<file path="src/rtl/merge_run_feeder_if.sv">
// Lane stream and merger-FIFO signals for merge_run_feeder.
// slave: the feeder side; master: the sources/FIFOs side.
interface merge_run_feeder_if #(
  parameter int W = 64
);
  logic [W-1:0] i_src_1_data;
  logic [W-1:0] i_src_2_data;
  logic         i_src_1_valid;
  logic         i_src_2_valid;
  logic         o_src_1_ready;
  logic         o_src_2_ready;
  logic [W-1:0] o_fifo_1_item;
  logic [W-1:0] o_fifo_2_item;
  logic         o_fifo_1_write;
  logic         o_fifo_2_write;
  logic         i_fifo_1_full;
  logic         i_fifo_2_full;

  modport slave (
    input  i_src_1_data, i_src_2_data, i_src_1_valid, i_src_2_valid,
    input  i_fifo_1_full, i_fifo_2_full,
    output o_src_1_ready, o_src_2_ready,
    output o_fifo_1_item, o_fifo_2_item, o_fifo_1_write, o_fifo_2_write
  );

  modport master (
    output i_src_1_data, i_src_2_data, i_src_1_valid, i_src_2_valid,
    output i_fifo_1_full, i_fifo_2_full,
    input  o_src_1_ready, o_src_2_ready,
    input  o_fifo_1_item, o_fifo_2_item, o_fifo_1_write, o_fifo_2_write
  );
endinterface

</file>
<file path="src/rtl/merge_run_feeder.sv">
// Feeds pairs of sorted runs into the two merger input FIFOs, appending an
// all-zero terminator per lane per run, and reports job completion.
module merge_run_feeder #(
  parameter int DATA_WIDTH = 32,
  parameter int ITEMS      = 2,
  parameter int LEN_WIDTH  = 16,
  parameter int PAIR_WIDTH = 16
) (
  input  logic                  i_clk,
  input  logic                  i_rst,
  input  logic                  i_start,
  input  logic [LEN_WIDTH-1:0]  i_run_len,
  input  logic [PAIR_WIDTH-1:0] i_num_pairs,
  merge_run_feeder_if.slave     io,
  output logic                  o_busy,
  output logic                  o_done,
  output logic [PAIR_WIDTH-1:0] o_pair_idx,
  output logic                  o_zero_err
);
  localparam int W = DATA_WIDTH * ITEMS;

  typedef enum logic [1:0] {T_IDLE, T_RUN, T_DONE} top_state_e;
  typedef enum logic [1:0] {L_DATA, L_TERM, L_WAIT} lane_state_e;

  top_state_e            state_q, state_d;
  logic [LEN_WIDTH-1:0]  run_len_q, run_len_d;
  logic [PAIR_WIDTH-1:0] num_pairs_q, num_pairs_d;
  logic [PAIR_WIDTH-1:0] pair_idx_q, pair_idx_d;
  logic                  zero_err_q, zero_err_d;

  lane_state_e           lane_q [2];
  lane_state_e           lane_d [2];
  logic [LEN_WIDTH-1:0]  cnt_q  [2];
  logic [LEN_WIDTH-1:0]  cnt_d  [2];

  logic [W-1:0] src_data [2];
  logic [W-1:0] item     [2];
  logic         src_valid[2];
  logic         fifo_full[2];
  logic         ready    [2];
  logic         write    [2];
  logic         zero_hit [2];

  logic                  lane_restart;
  logic [LEN_WIDTH-1:0]  restart_len;
  logic                  both_wait;
  logic [PAIR_WIDTH:0]   next_idx;
  logic                  last_pair;

  // Gather the per-lane interface signals into arrays.
  always_comb begin
    src_data[0]  = io.i_src_1_data;
    src_data[1]  = io.i_src_2_data;
    src_valid[0] = io.i_src_1_valid;
    src_valid[1] = io.i_src_2_valid;
    fifo_full[0] = io.i_fifo_1_full;
    fifo_full[1] = io.i_fifo_2_full;
  end

  assign io.o_src_1_ready  = ready[0];
  assign io.o_src_2_ready  = ready[1];
  assign io.o_fifo_1_item  = item[0];
  assign io.o_fifo_2_item  = item[1];
  assign io.o_fifo_1_write = write[0];
  assign io.o_fifo_2_write = write[1];

  assign o_busy     = (state_q != T_IDLE);
  assign o_done     = (state_q == T_DONE);
  assign o_pair_idx = pair_idx_q;
  assign o_zero_err = zero_err_q;

  assign both_wait = (lane_q[0] == L_WAIT) && (lane_q[1] == L_WAIT);
  assign next_idx  = {1'b0, pair_idx_q} + (PAIR_WIDTH+1)'(1);
  // Compare in PAIR_WIDTH+1 bits so a zero pair count counts as "last".
  assign last_pair = (next_idx >= {1'b0, num_pairs_q});

  // Lane FSMs: combinational forwarding, word counting and terminator write.
  always_comb begin
    for (int unsigned l = 0; l < 2; l++) begin
      lane_d[l]   = lane_q[l];
      cnt_d[l]    = cnt_q[l];
      ready[l]    = 1'b0;
      write[l]    = 1'b0;
      item[l]     = '0;
      zero_hit[l] = 1'b0;
      case (lane_q[l])
        L_DATA: begin
          ready[l] = !fifo_full[l];
          item[l]  = src_data[l];
          if (src_valid[l] && !fifo_full[l]) begin
            write[l]    = 1'b1;
            cnt_d[l]    = cnt_q[l] + LEN_WIDTH'(1);
            zero_hit[l] = (src_data[l] == '0);
            if (cnt_q[l] + LEN_WIDTH'(1) == run_len_q) lane_d[l] = L_TERM;
          end
        end
        L_TERM: begin
          write[l] = !fifo_full[l];
          if (!fifo_full[l]) lane_d[l] = L_WAIT;
        end
        default: ;
      endcase
      if (lane_restart) begin
        cnt_d[l]  = '0;
        lane_d[l] = (restart_len == '0) ? L_TERM : L_DATA;
      end
    end
  end

  // Top FSM: job start, pair barrier and completion.
  always_comb begin
    state_d      = state_q;
    run_len_d    = run_len_q;
    num_pairs_d  = num_pairs_q;
    pair_idx_d   = pair_idx_q;
    zero_err_d   = zero_err_q | zero_hit[0] | zero_hit[1];
    lane_restart = 1'b0;
    restart_len  = run_len_q;
    case (state_q)
      T_IDLE: begin
        if (i_start) begin
          run_len_d    = i_run_len;
          num_pairs_d  = i_num_pairs;
          pair_idx_d   = '0;
          zero_err_d   = 1'b0;
          restart_len  = i_run_len;
          // An empty job passes through RUN with both lanes parked in WAIT,
          // which places the done pulse two cycles after start.
          lane_restart = (i_num_pairs != '0);
          state_d      = T_RUN;
        end
      end
      T_RUN: begin
        if (both_wait) begin
          if (last_pair) begin
            state_d = T_DONE;
          end else begin
            pair_idx_d   = next_idx[PAIR_WIDTH-1:0];
            lane_restart = 1'b1;
          end
        end
      end
      T_DONE: state_d = T_IDLE;
      default: state_d = T_IDLE;
    endcase
  end

  // State registers with synchronous reset.
  always_ff @(posedge i_clk) begin
    if (i_rst) begin
      state_q     <= T_IDLE;
      run_len_q   <= '0;
      num_pairs_q <= '0;
      pair_idx_q  <= '0;
      zero_err_q  <= 1'b0;
      for (int unsigned l = 0; l < 2; l++) begin
        lane_q[l] <= L_WAIT;
        cnt_q[l]  <= '0;
      end
    end else begin
      state_q     <= state_d;
      run_len_q   <= run_len_d;
      num_pairs_q <= num_pairs_d;
      pair_idx_q  <= pair_idx_d;
      zero_err_q  <= zero_err_d;
      for (int unsigned l = 0; l < 2; l++) begin
        lane_q[l] <= lane_d[l];
        cnt_q[l]  <= cnt_d[l];
      end
    end
  end
endmodule
</file>
<file path="src/flat_wrapper.sv">
// flat-port wrapper written by rule: the top's interface ports become plain ports
module merge_run_feeder_flat 
#(
  parameter int DATA_WIDTH = 32,
  parameter int ITEMS      = 2,
  parameter int LEN_WIDTH  = 16,
  parameter int PAIR_WIDTH = 16
)
  (i_clk, i_rst, i_start, i_run_len, i_num_pairs, o_busy, o_done, o_pair_idx, o_zero_err, io_i_src_1_data, io_i_src_2_data, io_i_src_1_valid, io_i_src_2_valid, io_i_fifo_1_full, io_i_fifo_2_full, io_o_src_1_ready, io_o_src_2_ready, io_o_fifo_1_item, io_o_fifo_2_item, io_o_fifo_1_write, io_o_fifo_2_write);
  merge_run_feeder_if io_i ();
  input  logic i_clk;
  input  logic i_rst;
  input  logic i_start;
  input  logic [LEN_WIDTH-1:0] i_run_len;
  input  logic [PAIR_WIDTH-1:0] i_num_pairs;
  output logic o_busy;
  output logic o_done;
  output logic [PAIR_WIDTH-1:0] o_pair_idx;
  output logic o_zero_err;
  input wire logic [$bits(io_i.i_src_1_data)-1:0] io_i_src_1_data;
  input wire logic [$bits(io_i.i_src_2_data)-1:0] io_i_src_2_data;
  input wire logic [$bits(io_i.i_src_1_valid)-1:0] io_i_src_1_valid;
  input wire logic [$bits(io_i.i_src_2_valid)-1:0] io_i_src_2_valid;
  input wire logic [$bits(io_i.i_fifo_1_full)-1:0] io_i_fifo_1_full;
  input wire logic [$bits(io_i.i_fifo_2_full)-1:0] io_i_fifo_2_full;
  output wire logic [$bits(io_i.o_src_1_ready)-1:0] io_o_src_1_ready;
  output wire logic [$bits(io_i.o_src_2_ready)-1:0] io_o_src_2_ready;
  output wire logic [$bits(io_i.o_fifo_1_item)-1:0] io_o_fifo_1_item;
  output wire logic [$bits(io_i.o_fifo_2_item)-1:0] io_o_fifo_2_item;
  output wire logic [$bits(io_i.o_fifo_1_write)-1:0] io_o_fifo_1_write;
  output wire logic [$bits(io_i.o_fifo_2_write)-1:0] io_o_fifo_2_write;
  assign io_i.i_src_1_data = io_i_src_1_data;
  assign io_i.i_src_2_data = io_i_src_2_data;
  assign io_i.i_src_1_valid = io_i_src_1_valid;
  assign io_i.i_src_2_valid = io_i_src_2_valid;
  assign io_i.i_fifo_1_full = io_i_fifo_1_full;
  assign io_i.i_fifo_2_full = io_i_fifo_2_full;
  assign io_o_src_1_ready = io_i.o_src_1_ready;
  assign io_o_src_2_ready = io_i.o_src_2_ready;
  assign io_o_fifo_1_item = io_i.o_fifo_1_item;
  assign io_o_fifo_2_item = io_i.o_fifo_2_item;
  assign io_o_fifo_1_write = io_i.o_fifo_1_write;
  assign io_o_fifo_2_write = io_i.o_fifo_2_write;
  merge_run_feeder #(.DATA_WIDTH(DATA_WIDTH), .ITEMS(ITEMS), .LEN_WIDTH(LEN_WIDTH), .PAIR_WIDTH(PAIR_WIDTH)) u_core (.i_clk(i_clk), .i_rst(i_rst), .i_start(i_start), .i_run_len(i_run_len), .i_num_pairs(i_num_pairs), .io(io_i), .o_busy(o_busy), .o_done(o_done), .o_pair_idx(o_pair_idx), .o_zero_err(o_zero_err));
endmodule
</file>
<file path="config.mk">
export PLATFORM = sky130hd
export DESIGN_NAME = merge_run_feeder_flat
export DESIGN_NICKNAME = d
export VERILOG_FILES = /design/src/rtl/merge_run_feeder_if.sv /design/src/rtl/merge_run_feeder.sv /design/src/flat_wrapper.sv
export SDC_FILE = /design/constraint.sdc
export NUM_CORES = 1
export LEC_CHECK = 0
export ABC_AREA = 1
export CORE_MARGIN = 3
export CORE_UTILIZATION = 39
export CTS_CLUSTER_SIZE = 16
export DETAILED_ROUTE_END_ITERATION = 12
export PLACE_DENSITY = 0.87
export SLEW_MARGIN = 0
export SYNTH_ARGS = -nofsm -noshare
export SYNTH_HDL_FRONTEND = slang
export SYNTH_SLANG_ARGS = --single-unit
</file>
<file path="constraint.sdc">
create_clock -name i_clk -period 2.5 [get_ports i_clk]
set_input_delay 0.25 -clock i_clk [delete_from_list [all_inputs] [get_ports i_clk]]
set_output_delay 0.25 -clock i_clk [all_outputs]
set_load 0.02 [all_outputs]
</file>
Word-level counts from Yosys, hierarchy flattened --
Memory sizes are Yosys's and may differ from the RTL's. Cells that the tools add are included.
Storage, ports and cells: memories kept 2, logic and storage cells 98, input port bits 167, output and inout bits 151, bits in writable memories 36, register bits 51
Operators by class: bitwise operators 6, equality and inequality tests 12, $lt $le $gt $ge 1, add/sub/neg operators 3, multiplexer cells 52, reductions and logical operators 17
Memory list:
- u_core.cnt_q | depth 2, width 16, read ports 2, clocked after memory_dff 0, wr ports 2, RTL line merge_run_feeder.sv:33 | logic [LEN_WIDTH-1:0] cnt_q [2];
- u_core.lane_q | depth 2, width 2, read ports 2, clocked after memory_dff 0, wr ports 2, RTL line merge_run_feeder.sv:31 | lane_state_e lane_q [2];
Operators with widths (count):
- $mux 16 | 13
- $logic_not 64->1 | 2
- $mux 64 | 2
- $add 16x1->16 const B | 2
- $eq 16x16->1 | 2
- $pmux 16 s2 | 1
- $mux 2 | 13
- $add 16x1->17 const B | 1
- $ge 17x16->1 | 1
- $mux 1 | 17
- $logic_not 16->1 | 1
- $reduce_bool 16->1 | 1
- $pmux 2 s2 | 3
- $eq 2x1->1 const B | 3
- $eq 2x2->1 const B | 3
- $logic_not 2->1 | 3
- $or 1x1->1 | 6
- $pmux 1 s2 | 3
- $ne 2x1->1 const B | 2
- $ne 2x2->1 const B | 2
- $reduce_and 4->1 | 1
- $reduce_bool 2->1 | 2
- $logic_and 1x1->1 | 3
- $reduce_and 3->1 | 1
- 2 further kinds | 3

Logic depth before layout (Yosys ltp) --
word-level depth 8, gate-level depth with buffers 20, gate-level depth less buffers 20

Worst setup path after synthesis --
OpenSTA, ideal clock, no wires.
kind flip-flop to flip-flop, from register u_core.pair_idx_q[2] (netlist: u_core.o_pair_idx[2]), to memory u_core.cnt_q[1][3] (netlist: u_core.cnt_q[0][19]), buffers on the path 1, stages on the path, launching flop included 20, data required time 2.353 ns, data arrival time 2.820 ns, setup slack -0.467 ns, clock period less this slack 2.967 ns, library setup time 0.147 ns, cells stage by stage dfxtp_1 nand4_2 nor3_2 nand2_1 nor2_2 nand2_2 nor2_2 nand2_1 xor2_1 inv_2 ha_1 and3_1 a21boi_0 nor2_1 nand4_2 nand2_2 nor2_4 inv_2 buf_6 a211oi_2
RTL lines:
- from (decl) | RTL line merge_run_feeder.sv:28 | logic [PAIR_WIDTH-1:0] pair_idx_q, pair_idx_d;
- from (signal assigned) | RTL line merge_run_feeder.sv:164 | pair_idx_q <= pair_idx_d;
- to (decl) | RTL line merge_run_feeder.sv:33

Worst setup path after layout --
from register u_core.pair_idx_q[1] (netlist: u_core.o_pair_idx[1]), to register u_core.pair_idx_q[3] (netlist: u_core.o_pair_idx[3])
Between the ends: longest elaborated chain between the ends 4, elaborated cells between the ends (all ways) 7, classes of those cells 1 x add/sub; 1 x order compare; 1 x eq/ne; 3 x mux; 1 x reduce/logical
Ends and longest elaborated chain:
- $add 16x1->17 * | RTL line merge_run_feeder.sv:73 | assign next_idx = {1'b0, pair_idx_q} + (PAIR_WIDTH+1)'(1);
- $ge 17x16->1 / $mux 16 (equally long branches) | RTL line merge_run_feeder.sv:75, merge_run_feeder.sv:135
- $ne 2x2->1 (no source line) / $mux 16 (equally long branches)
- $reduce_and 4->1 (no source line) / $pmux 16 s2 (equally long branches)
Every way passes the cells marked *; elsewhere a longest branch is shown, timed or not. The select of a mux whose other input is x is not followed. A chain may end at the register's enable or synchronous reset.

==> results.toml <==
[synthesis]
synth-edff-count = 0
synth_nets = 1299
synth_most_common_cell = "sky130_fd_sc_hd__nor2_1"
ys_types = 40
synth_largest_type_area_fraction_pct = 25.2
multiplexer_area_fraction_after_synthesis_pct = 0
postSynth.asyncResetShare_pct = 0
ys_seq_area_share_pct = 25.2
synthTopCellsByArea = "sky130_fd_sc_hd__dfxtp_1 (25%), sky130_fd_sc_hd__nor2_1 (13%), sky130_fd_sc_hd__inv_1 (12%), sky130_fd_sc_hd__nand2_1 (9.3%), sky130_fd_sc_hd__a211oi_2 (6.5%)"
ys_warn_count = 0
fraction_of_the_mapped_netlist_area_in_simple_logic_gates_pct = 37.3
synth_xor_xnor_area_share_pct = 4.72
synth_common_cells = "sky130_fd_sc_hd__nor2_1 (232), sky130_fd_sc_hd__inv_1 (225), sky130_fd_sc_hd__nand2_1 (172)"
synth_area_per_cell_um2 = 6.22
dominantRegCellSynth = "sky130_fd_sc_hd__dfxtp_1"
yosys.area_share.adder_pct = 3.43
count_of_mapped_cells_out_of_synthesis = 1113
netlist_area_um2 = 6920
synth_top_family_by_area = "simple AND/OR/NAND/NOR gates"
synth_seq_cells = 87
synth.largest_area_cell = "sky130_fd_sc_hd__dfxtp_1"
synth_compound_area_share_pct = 14.0

[critical_path]
path_max_fanout = 6
timing.critical_path.cells = "nand4_4 > nor3_4 > nand2_2 > nor2_2 > nand2_2 > buf_6 > xor2_1 > inv_1 > ha_4 > nand2_4 > nor2_4 > nand4_1 > nand3_1 > nor2_2 > nand2_1 > nand2_2 > nand2_4 > buf_6 > a21oi_2 > a211oi_2"
worst_setup_path_start_kind = "flip-flop"
cp_common_cell = "sky130_fd_sc_hd__nand2_2"
critPathTopFamily = "simple AND/OR/NAND/NOR gates"
timing.critical_path.slowest_cell_delay_ns = 0.37
type_of_destination_of_the_critical_path = "flip-flop"
path_buf_inv = 3
worst_path_max_delay_cell = "sky130_fd_sc_hd__dfxtp_4"
required_ns = 2.76
critPathArrivalTime_ns = 3.25
critPathKind = "flip-flop to flip-flop"

[global_routing]
grtUsageTotal_pct = 25.9
global_route_wire_length_before_repair_um = 41400
via_count_of_the_first_global_routing_pass = 8177
grt_start_max_net_pins = 39
antenna_found_initial = 0
grt-ovfl-total = 0

[floorplanning]
die_y_um = 139
floorplan.initialDensity_pct = 39.9
io-pin-count = 318
floorplan.rows = 48
fp.dieArea_um2 = 19400
dieWidth_um = 139
placeableCoreArea_um2 = 17400

[sta]
fin_setup_tns_ns = -22.58
min_period_over_period_pct = 120
finalHoldViolations = 0
final_max_tran_viols = 0
setup_viol = 54
setup_repair_after_global_routing_missed_its_margin = "yes"
max-slew-margin-rel_pct = 47.7
worst-slew-pin-transition_ns = 0.783
setup_ws_ns = -0.498
timing.final.crit_period_ns = 3.00
max_freq_mhz = 334
fin_worst_skew_ns = 0.00459

[layout]
finish.net_count = 1656
multi_input_comb_area_um2 = 4400
areaGrowthSynthToFinish_pct = 64.8
finish.cell_count_without_fillers = 1700
nFillCells = 1439
number_of_diodes_added_for_antenna_fixing = 0
drive_above_1_share_pct = 14.3
fin_area_um2 = 11400
reg_area_um2 = 1770

[routing]
dr.first_iter.drc_count = 695
routed-via-count = 8743
dr.pass1.iters = 6
m1WireLength_um = 10600
post_drt_via_cell_ratio = 5.14
post_drt_wl_per_cell_um = 16.3
antenna_violating_nets_left = 0
wirelength_um = 27700
drc = 0
routed.top_layer = "met4"
dr_wl_met2_um = 13900
detailroute.wirelength.met3_um = 2160

[clock_tree]
clock_tree.root_cell = "sky130_fd_sc_hd__clkbuf_16"
later_pin_clock_latency_in_the_skew_report_ns = 0.35
cts_tree = "built"
cts_inserted_buffers = 9
cts.reportedPaths.clkPinSlew_ns = 0.06
numClockSinks = 87
ctsHtreeMaxLevel = 3
cts_buffer_depth = 2
cts_hold_buffers = 0

[power_and_ir_drop]
peakVddDrop_v = 0.000645
power-per-cell-area_nw_per_um2 = 561
static_leakage_nw = 5.08
fin_total_pwr_w = 0.00641

[placed_design]
dp_hpwl_um = 21400
post_dp_cell_area_um2 = 10700
gp_congestion = 0.994
placedCellCount = 1669
port_buffers = 317

[status]
failed_checks = "setup timing"
status = "complete, but fails checks"

[flow_run]
drv_cap = 0

[min_path]
hold_path.class = "flip-flop to flip-flop"
==> kinds of logic after synthesis <==
family	after synthesis
compound gates	134
xor+xnor	31
fa+ha+maj	19
buf+inv	270
flops	87
simple gates	572
==> final timing paths <==
check                                                        start                                  to  slack (ns)  cells past startpoint
worst max-delay path             u_core.o_pair_idx[1]$_SDFFE_PP0P_   u_core.o_pair_idx[3]$_SDFFE_PP0P_       -0.50                     20
worst max register to register   u_core.o_pair_idx[1]$_SDFFE_PP0P_   u_core.o_pair_idx[3]$_SDFFE_PP0P_       -0.50                     20
worst min register to register  u_core.num_pairs_q[2]$_SDFFE_PP0P_  u_core.num_pairs_q[2]$_SDFFE_PP0P_        0.47                      2
worst min-delay path            u_core.num_pairs_q[2]$_SDFFE_PP0P_  u_core.num_pairs_q[2]$_SDFFE_PP0P_        0.47                      2
==> worst reg2reg max path, stage by stage (launching register included) <==
cell                       delay, ns
sky130_fd_sc_hd__dfxtp_4        0.37
sky130_fd_sc_hd__nand4_4        0.11
sky130_fd_sc_hd__nor3_4         0.16
sky130_fd_sc_hd__nand2_2        0.09
sky130_fd_sc_hd__nor2_2         0.10
sky130_fd_sc_hd__nand2_2        0.09
sky130_fd_sc_hd__buf_6          0.13
sky130_fd_sc_hd__xor2_1         0.19
sky130_fd_sc_hd__inv_1          0.13
sky130_fd_sc_hd__ha_4           0.30
sky130_fd_sc_hd__nand2_4        0.05
sky130_fd_sc_hd__nor2_4         0.12
sky130_fd_sc_hd__nand4_1        0.12
sky130_fd_sc_hd__nand3_1        0.14
sky130_fd_sc_hd__nor2_2         0.07
sky130_fd_sc_hd__nand2_1        0.07
sky130_fd_sc_hd__nand2_2        0.06
sky130_fd_sc_hd__nand2_4        0.20
sky130_fd_sc_hd__buf_6          0.17
sky130_fd_sc_hd__a21oi_2        0.05
sky130_fd_sc_hd__a211oi_2       0.19
==> layout make-up <==
cell class                      instances  share of cell area (%)
Multi-Input combinational cell        756                    38.6
Timing Repair Buffer                  382                    33.2
Clock buffer                           13                    2.19
Clock inverter                          3                   0.362
Tap cell                              225                    2.47
Inverter                              234                    7.74
Sequential cell                        87                    15.5
==> through the flow <==
step                worst slack (ns)  hold slack [ns]  utilization [%]
floorplan                     -0.196            0.414                -
global placement              -0.254            0.448             61.9
detailed placement            -0.371            0.457             61.9
CTS                           -0.300            0.469             64.1
global route                  -0.659            0.493             65.8
finish                        -0.498            0.469             65.8
==> state kept, by name, summed over array words and instances, names as in the netlist <==
| name | cells |
|---|---|
| u_core.cnt_q | 32 |
| u_core.lane_q | 4 |
| u_core.num_pairs_q | 16 |
| u_core.o_pair_idx | 16 |
| u_core.o_zero_err | 1 |
| u_core.run_len_q | 16 |
| u_core.state_q | 2 |
==> cell usage in the layout (no fill, tap or decap), drive strengths merged, types with 19 or more instances in the layout <==
cell type,count
a211oi,38
a21oi,46
buf,62
clkdlybuf4s50,315
dfxtp,87
ha,19
inv,235
nand2,184
nand3,57
nand4,42
nor2,244
nor4,24
o21ai,42
xor2,27
==> routing by layer <==
layer,vias to the layer above,track usage [%]
met5,-,0
met4,0,6.95
met3,82,4.67
met2,466,47.8
met1,3984,30.8
li1,4211,-
==> repair_timing <==
action                     4_1_cts  5_1_grt
gates resized for setup         17       37
pin swaps                        2       15
cloned                           0        4
buffers inserted                 6        5
setup endpoints to repair       54       73
==> where the power goes <==
part | switching [W] | internal (W) | leakage, nW | total, W
Combinational | 0.00186 | 0.00151 | 4.22 | 0.00337
Sequential | 0.000129 | 0.00154 | 0.718 | 0.00167
Clock | 0.000559 | 0.000802 | 0.144 | 0.00136
Power figures use the tool's default switching activity.
